==> src/rtl/write.sv <==
// spectrum_ram_writer: write-side controller for the HDMI spectrum display buffer.
// Takes the FFT magnitude stream and scales each bin to the display word width.
// It writes one frame out of every C_DECIM frames into the buffer, and a freeze
// request seen at a frame boundary makes it skip the next frame.
// Optional feature macro: SPECTRUM_SAT_EN (saturate instead of truncate when narrowing).
module write #(
    parameter int C_ADDR_WIDTH = 8,
    parameter int C_DATA_WIDTH = 8,
    parameter int C_IN_WIDTH   = 16,
    parameter int C_SHIFT      = 8,
    parameter int C_FRAME_LEN  = 512,
    parameter int C_DECIM      = 4
) (
    input  logic                    clk,
    input  logic                    rst_n,
    input  logic                    s_valid,
    output logic                    s_ready,
    input  logic [C_IN_WIDTH-1:0]   s_data,
    input  logic                    s_last,
    input  logic                    freeze,
    output logic                    wea,
    output logic [C_ADDR_WIDTH-1:0] addra,
    output logic [C_DATA_WIDTH-1:0] dina,
    output logic                    frame_done,
    output logic                    len_err
);

    localparam int IDX_W = $clog2(C_FRAME_LEN) + 1;
    localparam int CNT_W = (C_DECIM > 1) ? $clog2(C_DECIM) : 1;

    localparam logic [IDX_W-1:0] IDX_LAST    = IDX_W'(C_FRAME_LEN - 1);
    localparam logic [IDX_W-1:0] IDX_PRE_SAT = {{(IDX_W-1){1'b1}}, 1'b0};
    localparam logic [CNT_W-1:0] CNT_LAST    = CNT_W'(C_DECIM - 1);

    typedef enum logic [1:0] {
        ST_SYNC,
        ST_CAPTURE,
        ST_SKIP
    } state_t;

    state_t state_q, state_d;

    logic [CNT_W-1:0]        cnt_q, cnt_d, cnt_inc;
    logic [IDX_W-1:0]        idx_q, idx_d;
    logic                    rdy_q, rdy_d;
    logic                    wea_q, wea_d;
    logic [C_ADDR_WIDTH-1:0] addra_q, addra_d;
    logic [C_DATA_WIDTH-1:0] dina_q, dina_d;
    logic                    fd_q, fd_d;
    logic                    le_q, le_d;

    logic                    hs;
    logic                    hs_last;
    logic                    in_low;
    logic [C_DATA_WIDTH-1:0] x_scaled;

    // Handshake qualifiers, frame-counter successor and the lower-half bin test
    always_comb begin
        hs      = s_valid && rdy_q;
        hs_last = hs && s_last;
        cnt_inc = (cnt_q == CNT_LAST) ? '0 : cnt_q + CNT_W'(1);
        in_low  = (idx_q >> C_ADDR_WIDTH) == '0;
    end

    // Magnitude scaling: right shift, then narrow to the display word width
    always_comb begin
`ifdef SPECTRUM_SAT_EN
        x_scaled = ((s_data >> (C_SHIFT + C_DATA_WIDTH)) != '0) ? '1
                                                                : C_DATA_WIDTH'(s_data >> C_SHIFT);
`else
        x_scaled = C_DATA_WIDTH'(s_data >> C_SHIFT);
`endif
    end

    // State and frame-counter register
    always_ff @(posedge clk or negedge rst_n) begin
        if (!rst_n) begin
            state_q <= ST_SYNC;
            cnt_q   <= '0;
        end else begin
            state_q <= state_d;
            cnt_q   <= cnt_d;
        end
    end

    // Next state: decide capture/skip for the upcoming frame on every s_last handshake
    always_comb begin
        state_d = state_q;
        cnt_d   = cnt_q;
        if (hs_last) begin
            case (state_q)
                ST_SYNC: begin
                    // Leaving SYNC, the next frame counts as frame 0 of the decimation cycle
                    cnt_d   = '0;
                    state_d = freeze ? ST_SKIP : ST_CAPTURE;
                end
                default: begin
                    cnt_d   = cnt_inc;
                    state_d = ((cnt_inc == '0) && !freeze) ? ST_CAPTURE : ST_SKIP;
                end
            endcase
        end
    end

    // Outputs and beat index: write lower-half bins in CAPTURE and flag frame end and length errors
    always_comb begin
        rdy_d   = 1'b1;
        idx_d   = idx_q;
        wea_d   = 1'b0;
        addra_d = addra_q;
        dina_d  = dina_q;
        fd_d    = 1'b0;
        le_d    = 1'b0;
        if (hs) begin
            if (s_last) begin
                idx_d = '0;
            end else if (idx_q != '1) begin
                idx_d = idx_q + IDX_W'(1);
            end
            if ((state_q == ST_CAPTURE) && in_low) begin
                wea_d   = 1'b1;
                addra_d = idx_q[C_ADDR_WIDTH-1:0];
                dina_d  = x_scaled;
            end
            // The SYNC frame is a known fragment, so its length is not judged
            if (state_q != ST_SYNC) begin
                if (s_last) begin
                    le_d = (idx_q != IDX_LAST);
                    fd_d = (state_q == ST_CAPTURE);
                end else if (idx_q == IDX_PRE_SAT) begin
                    le_d = 1'b1;
                end
            end
        end
    end

    // Registered datapath and output flops
    always_ff @(posedge clk or negedge rst_n) begin
        if (!rst_n) begin
            rdy_q   <= 1'b0;
            idx_q   <= '0;
            wea_q   <= 1'b0;
            addra_q <= '0;
            dina_q  <= '0;
            fd_q    <= 1'b0;
            le_q    <= 1'b0;
        end else begin
            rdy_q   <= rdy_d;
            idx_q   <= idx_d;
            wea_q   <= wea_d;
            addra_q <= addra_d;
            dina_q  <= dina_d;
            fd_q    <= fd_d;
            le_q    <= le_d;
        end
    end

    // Port mapping
    always_comb begin
        s_ready    = rdy_q;
        wea        = wea_q;
        addra      = addra_q;
        dina       = dina_q;
        frame_done = fd_q;
        len_err    = le_q;
    end

endmodule
==> config.mk <==
export PLATFORM = sky130hd
export DESIGN_NAME = write
export DESIGN_NICKNAME = d
export VERILOG_FILES = /design/src/rtl/write.sv
export SDC_FILE = /design/constraint.sdc
export NUM_CORES = 1
export LEC_CHECK = 0
export ABC_AREA = 1
export BUFFER_PORTS_ARGS = -buffer_cell sky130_fd_sc_hd__buf_4
export CAP_MARGIN = 20
export CELL_PAD_IN_SITES_DETAIL_PLACEMENT = 1
export CELL_PAD_IN_SITES_GLOBAL_PLACEMENT = 1
export CORE_MARGIN = 2
export CORE_UTILIZATION = 38
export DETAILED_ROUTE_END_ITERATION = 8
export PLACE_DENSITY_LB_ADDON = 0.1
export SLEW_MARGIN = 20
export SYNTH_ARGS = -nofsm -noshare
export SYNTH_HDL_FRONTEND = slang
export SYNTH_SLANG_ARGS = --single-unit
==> constraint.sdc <==
create_clock -name clk -period 1.52 [get_ports clk]
set_input_delay 0.152 -clock clk [delete_from_list [all_inputs] [get_ports clk]]
set_output_delay 0.152 -clock clk [all_outputs]
set_load 0.03 [all_outputs]
# Word level (Yosys, flattened, before mapping)
# Index checks and enable logic that the tools add are counted.
# W data, S select, Z words.
# totals
ff_bits	34
input_bits	21
output_inout_bits	20
word_cells	44
# classes
n_addsub	2
eq_ne	5
muxes	16
reduce_logical	12
# ops
cell	n
$mux W10	2
$add A10 B1 Y10 const B	1
$eq A10 B10 Y1 const B	1
$logic_not A10 Y1	1
$mux W2	5
$ne A10 B10 Y1 const B	1
$ne A10 B9 Y1 const B	1
$mux W1	9
$logic_and A1 B1 Y1	4
$logic_not A2 Y1	2
$reduce_and A2 Y1	2
$reduce_bool A2 Y1	2
$add A2 B1 Y2 const B	1
$eq A2 B1 Y1 const B	1
$eq A2 B2 Y1 const B	1
$logic_not A1 Y1	1

# Logic depth before layout (Yosys ltp)
# Gate-level depths: netlist (run 1).
# logic_depth
depth_word	6
depth_mapped	8

# Worst setup path before layout (run 1)
# OpenSTA, ideal clock, no wires.
# synth_path
kind	register to register
startpoint	register idx_q[0]
endpoint	register idx_q[8]
setup_ns	0.114
t_arrival_ns	1.217
path_slack_ns	0.188
stages_incl_launch_ff	9
n_path_buf	1
period_less_slack_ns	1.332
path_cell_list	dfrtp_1 -> ha_1 -> inv_1 -> nor2_4 -> nand3_4 -> nand2_4 -> buf_12 -> nor2_2 -> nor2_2
# synth_via
elab_chain_cells	3
elab_cells_between_ends	6
cone_classes	add/sub: 1; eq/ne: 1; mux: 2; reduce/logical: 2
# synth_lines
element	line	text
start: declaration	44	logic [IDX_W-1:0] idx_q, idx_d;
start signal: assignment	149	idx_q <= idx_d;
$add A10 B1 Y10 or $ne A10 B10 Y1 (tied branches)	118, 117	
$mux W10 or $reduce_bool A2 Y1 (tied branches)	n/a	
$mux W10 or $reduce_and A2 Y1 (tied branches)	n/a	
# Parallel ways exist; a longest one is shown, timed or not. The select of a mux whose other input is x is not followed.
# A chain may end at the register's enable or synchronous reset.

# Final worst setup path (run 1)
# layout_path
startpoint	register idx_q[0]
endpoint	register idx_q[9]
# Same word-level chain as after synthesis.

==> impl_results.md, run 1 <==
- Area Growth Syn to Fin: 23.9%
- Placed cell area: a little under 2000 µm²
- CTS tree: built
- LEAKAGE: between 1 and 1.5 nW
- Cell repeated most along the worst path: nand2_1
- Wire per inst: between 10 and 15 µm
- PD cells: ~1300 nW/µm²
- Worst path cell trace: ha_1 -> inv_1 -> nor2_4 -> nand3_2 -> nand3_4 -> inv_2 -> nand2_1 -> nand2_1
- Post-route setup slack: between 0.15 and 0.2 ns
- Final Net Count: about 260
- RSZ-0062 raised after global routing: no
- FP Rows: 24
- H-tree depth: 2
- Worst setup SP type: flip-flop
- Crit end category: flip-flop
- CP top delay family: simple AND/OR/NAND/NOR gates
- Dpl cells: 278
- Multiplexer share of the synthesized area: 0%
- Critical path's largest stage delay: 0.35 ns
- Final Non-Filler Cells: 287
- Core area: about 4300 µm²
- Main combinational cell family by area after synthesis: simple AND/OR/NAND/NOR gates
- Required @ worst endpoint: between 1.5 and 2 ns
- Syn avg cell area: 8.61 µm²
- Fmax: around 730 MHz
- Clock tree buffer depth: 2
- First-pass detailed-route iteration total: 4
- Max IR drop VDD: 506 µV
- CTS Root Cell: clkbuf_8
- Cell variety after synth: 26
- Min Tclk post-route: 1.37 ns
- Worst slack at placement: about 0.15 ns
- Worst Clk Skew: 0.00678 ns
- Yosys warning count: 0
- Sequential area share after synthesis: around half
- Die X: ~70 µm
- I/O Buffers: 32
- CP bufs+invs: 2
- Hold Fails Final Rpt: 0
- Crit path kind: reg2reg
- Clk sinks: 34
- Largest net degree at the start of global routing: 35
- Final worst-path cycle share: between 80% and 90%
- Synth Area in Simple Gates: 29.9%
- Slowest cell on crit path: dfrtp_1
- Aggregate global routing overflow: 0
- DR vias: 1374
- Clk_lat worst skew: between 0.2 and 0.3 ns
- Die H: between 70 and 80 µm
- Residual DRC: 0
- Post-layout instance area: 2070 µm²
- Global-route wire length before repair: approximately 6.6 mm
- Vias in the first global route: 1387
- Syn Std Cell Area: 1670 µm²
- CP Data Arrival Time: ~1.6 ns
- Total GRT Usage: about 17%
- Compound-gate portion of the synthesized area: roughly 8.4%
- Clock-pin slew on the worst setup and hold paths: about 0.070 ns
- Routed WL: roughly 3.8 mm
- Initial antenna violation count: 0
- Die Area: 4940 µm²
- TNS Setup: 0 ns
- Max Cap Viol: 0
- Synthesized net count: approximately 220
- DR iter-0 viols: 48
- IO Count: 41
- Synth Area in XOR/XNOR: 1.05%
- Initial core utilization: between 30% and 40%
- Post-route ant nets: 0
- DP HPWL: roughly 2.9 mm
- Count of state elements after synthesis: 34
- Post-route core utilization: between 40% and 50%
- Routability cong.: 0.774
- Max FO, Critical Path: 8
- Post-DR vias/cell: between 4 and 5
- Adder-cell area share of the yosys netlist: about 3.0%
- Layout cells sized above 1: ~28%
- Diodes inserted: 0
- Max-slew violations: 0
- HP Class: in2reg
- Syn Inst Count: slightly below 200
- # setup viols final: 0
- Status: finished clean
- TritonCTS buffer count: 5
## where the power goes
part / total (W) / switching [W] / internal (W)
clock network: 0.000687 / 0.000322 / 0.000365
logic: 0.000860 / 0.000541 / 0.000319
registers: 0.00120 / 0.000113 / 0.00108
## cell families (layout without fill, tap and decap cells)
family / count (synthesis) / after routing
other: 1 / 1
buffers and inverters: 24 / 65
xor gates and xnor gates: 2 / 2
adders and majority gates: 4 / 4
and+or+nand+nor: 108 / 108
AOI/OAI and AO/OA: 21 / 21
DFF: 34 / 34
## final timing paths
path                                 from    endpoint  slack (ns)  depth (start not counted)
worst max-delay path             idx_q[0]    idx_q[9]        0.15                          8
worst min register to register    dina[6]     dina[6]        0.49                          2
max in group asynchronous           rst_n  state_q[0]        0.85                          2
worst max register to register   idx_q[0]    idx_q[9]        0.15                          8
min in group asynchronous           rst_n    idx_q[4]        0.35                          2
worst min-delay path            s_data[8]     dina[0]        0.07                          3
## cells in the final DEF, fill, tap and decap left out, types with 2 or more instances in the layout
master | synthesis | final
buf_4 | 0 | 35
nor2_2 | 2 | 2
inv_2 | 2 | 2
nand4_1 | 2 | 2
nand3_1 | 8 | 8
nand3_4 | 2 | 2
clkbuf_8 | 0 | 6
nor2_4 | 2 | 2
nand2_1 | 70 | 70
o21ai_2 | 8 | 8
o21ai_1 | 7 | 7
nor2_1 | 14 | 14
nand2_2 | 4 | 4
inv_1 | 18 | 18
nand3_2 | 2 | 2
dfrtp_1 | 34 | 34
o21ai_0 | 4 | 4
ha_1 | 4 | 4
## cells in the mapped netlist
cell type / n / area (µm²)
xnor2_1: 1 / 8.76
nand2_4: 1 / 11.3
nor3_1: 1 / 5.00
xor2_1: 1 / 8.76
dfrtp_1: 34 / 851
nand4_1: 2 / 12.5
nand3_4: 2 / 35.0
inv_1: 18 / 67.6
o21a_1: 1 / 7.51
o21ai_2: 8 / 70.1
ha_1: 4 / 50.1
clkinv_1: 1 / 3.75
buf_12: 1 / 20.0
nor2_2: 2 / 12.5
nand2_2: 4 / 25.0
nor2_4: 2 / 22.5
nor2_1: 14 / 52.6
conb_1: 1 / 3.75
nand3_1: 8 / 40.0
buf_2: 2 / 10.0
nand2_1: 70 / 263
o21ai_1: 7 / 35.0
o21ai_0: 4 / 20.0
nand3_2: 2 / 20.0
o211ai_1: 1 / 7.51
inv_2: 2 / 7.51
## stage by stage
stage               power (W)  hold slack [ns]
floorplan             0.00172           -0.144
global placement      0.00203            0.121
detailed placement    0.00209            0.137
CTS                   0.00280           0.0550
global route          0.00292           0.0660
finish                0.00274           0.0676
## state kept, by name (all words and copies together), names as in the netlist
| signal | count |
|---|---|
| idx_q | 10 |
| addra | 8 |
| dina | 8 |
| cnt_q | 2 |
| state_q | 2 |
| frame_done | 1 |
| len_err | 1 |
| s_ready | 1 |
| wea | 1 |
## worst min-delay path, delay by kind of cell
kind	cells	cell delay (ns)
and+or+nand+nor	2	0.09
buffers and inverters	1	0.08
## final cells by class
type / count / area (µm²)
clock buffers: 7 / 86.3
clock inverters: 1 / 5.00
fillers: 525 / 2220
inverters: 21 / 78.8
multi-input cells: 136 / 711
flip-flops and latches: 34 / 851
well taps: 52 / 65.1
repair buffers: 36 / 273
## per-layer routing
metal	part of all wire (%)	global-route usage (%)	wire length, µm
met5	0	0	0
met4	1.0	5.77	38
met3	3.9	4.18	148
met2	51	29.2	1950
met1	44	20.8	1660
## what timing repair did
action                                 in CTS  in global routing
endpoints found under the hold margin      34                  0
setup endpoints to repair                   0                  0
hold buffers                                1                  0
setup buffers                               0                  0
gates resized for setup                     0                  0
Power figures use the tool's default switching activity.
==> inputs of run 2 (changes only) <==
Settings changed: CORE_UTILIZATION 38 to 25.
==> run 2 against run 1 <==
The run now ends with DRC left. Global-route usage decreased by 5.2 points. Total power rose by 4.3%. Via count down 2.3%. Non-clock buffer count is 2 higher. Sequential cell count unchanged. Register-to-register slack worse by 0.02 ns. Clock power increased by 20%. Highest routed layer unchanged.
==> impl_results.md, run 2 (same netlist as run 1, synthesis figures left out) <==
- Status: finished, violations left
- Clk sinks: 34
- Post-DR vias/cell: 4.27
- Failing checks: DRC
- DR iter-0 viols: between 80 and 90
- CP top delay family: simple AND/OR/NAND/NOR gates
- CTS tree: built
- Critical path's largest stage delay: ~0.35 ns
- R2r setup slk: approximately 0.14 ns
- CP Data Arrival Time: ~1.6 ns
- DR vias: 1342
- R2R depth: 8
- Die Area: 7350 µm²
- Total GRT Usage: 11.8%
- Cell repeated most along the worst path: nand2_1
- Most frequent cells in the layout: nand2_1 (70), buf_4 (37), dfrtp_1 (34)
- R2R Path End: idx_q[9]
- Die H: 85.7 µm
- Final Net Count: 261
- Layout cells sized above 1: between 20% and 30%
- Routed WL: 3.80 mm
- Core area: approximately 6400 µm²
- Worst hold stages: 3
- Aggregate global routing overflow: 0
- FP Rows: 29
- Slowest cell on crit path: dfrtp_1
- # setup viols final: 0
- Vias in the first global route: around 1.4k
- Design Power: between 0.002 and 0.003 W
- Final worst-path cycle share: about nine tenths
- H-tree depth: 2
- TritonCTS buffer count: 5
- Fmax: just over 700 MHz
- Min Tclk post-route: roughly 1.4 ns
- Worst Clk Skew: about 0.0070 ns
- Routability cong.: roughly 0.74
- Max Cap Viol: 0
- Global-route wire length before repair: ~6.8 mm
- CP bufs+invs: 2
- Required @ worst endpoint: 1.70 ns
- IO Count: slightly above 40
- Initial antenna violation count: 0
- HP Class: in2reg
- DP HPWL: 2.75 mm
- TNS Setup: 0 ns
- Hold Fails Final Rpt: 0
- Max FO, Critical Path: 8
- Crit path kind: reg2reg
- I/O Buffers: 32
- CTS Root Cell: clkbuf_8
- RSZ-0062 raised after global routing: no
- Worst r2r src: idx_q[0]
- Residual DRC: 2
- # resized after CTS: 0
- Register Area: between 800 and 900 µm²
- Commonest non-fill, non-tap cell in the layout: nand2_1
- Die X: 85.7 µm
- Hold EP: dina[2]
- Clock-pin slew on the worst setup and hold paths: 0.07 ns
- Diodes inserted: 0
- Multi-input combinational cell area: around 700 µm²
- First-pass detailed-route iteration total: 9
- Largest reg by FF count: idx_q
- Wire per inst: 12.1 µm
- Max-slew violations: 0
- Crit end category: flip-flop
- Initial core utilization: 26.0%
- Area Growth Syn to Fin: 27.6%
- Worst setup SP type: flip-flop
- Clk_lat worst skew: between 0.2 and 0.3 ns
- Largest net degree at the start of global routing: 35
- # fillers: between 700 and 800
- Max IR drop VDD: between 400 and 500 µV
- Max FFs per register: 10
- Post-route ant nets: 0
- Critical hold path startpoint: s_data[10]
- Worst path cell trace: ha_1 -> inv_1 -> nor2_4 -> nand3_2 -> nand3_4 -> inv_2 -> nand2_1 -> nand2_1
- LEAKAGE: 1.03 nW
- PD cells: 1340 nW/µm²
- Clock tree buffer depth: 2
## run 2: cell count changes in the layout (fill, tap and decap cells not counted), sizes merged
cell	delta
buf	+2
bufinv	+1
clkinv	-1
## run 2: metrics by stage
step	utilization [%]	hold slack, ns	setup WS [ns]	cell area [µm²]	cells
3_5_place_dp	31.4	0.142	0.132	2010	305
3_3_place_gp	31.4	0.139	0.129	2010	305
2_1_floorplan	-	-0.144	0.188	1670	194
4_1_cts	33.2	0.0488	0.105	2130	314
6_report	33.2	0.0605	0.135	2130	314
5_1_grt	33.2	0.0631	0.00302	2130	314
## run 2: timing repair
action	4_1_cts	5_1_grt
setup endpoints to repair	0	0
setup buffers	0	0
hold endpoints to repair	34	0
hold buffers	1	0
## run 2: layout make-up
class / count / area share [%]
Inverter: 21 / 3.70
Clock inverter: 1 / 1.41
Clock buffer: 7 / 3.58
Sequential cell: 34 / 39.9
Multi-Input combinational cell: 136 / 33.4
Tap cell: 77 / 4.52
Timing Repair Buffer: 38 / 13.5
## run 2: power breakdown
part / total (W) / internal (W) / switching, W
combinational: 0.000847 / 0.000319 / 0.000528
clock: 0.000825 / 0.000491 / 0.000334
sequential: 0.00119 / 0.00108 / 0.000107
total: 0.00286 / 0.00189 / 0.000968
## run 2: worst reg2reg max path, cell delays in order, from the launching register on
cell	delay, ns
dfrtp_1	0.35
ha_1	0.23
inv_1	0.10
nor2_4	0.19
nand3_2	0.12
nand3_4	0.16
inv_2	0.04
nand2_1	0.05
nand2_1	0.04
## run 2: worst max path at each step
stage	startpoint	endpoint	slack [ns]	depth (start not counted)
after detailed placement	idx_q[0]	idx_q[9]	0.13	8
final	idx_q[0]	idx_q[9]	0.14	8
after CTS	idx_q[0]	idx_q[9]	0.11	8
after global placement	idx_q[0]	idx_q[9]	0.13	8
after floorplan	idx_q[0]	idx_q[8]	0.19	8
after global routing	idx_q[0]	idx_q[9]	0.003	8
## run 2: metal layers
layer | up-vias | wire, µm | track usage, %
li1 | 688 | - | -
met1 | 629 | 1850 | 15.8
met2 | 20 | 1790 | 18.8
met3 | 5 | 111 | 2.89
met4 | 0 | 44 | 3.90
met5 | - | 0 | 0
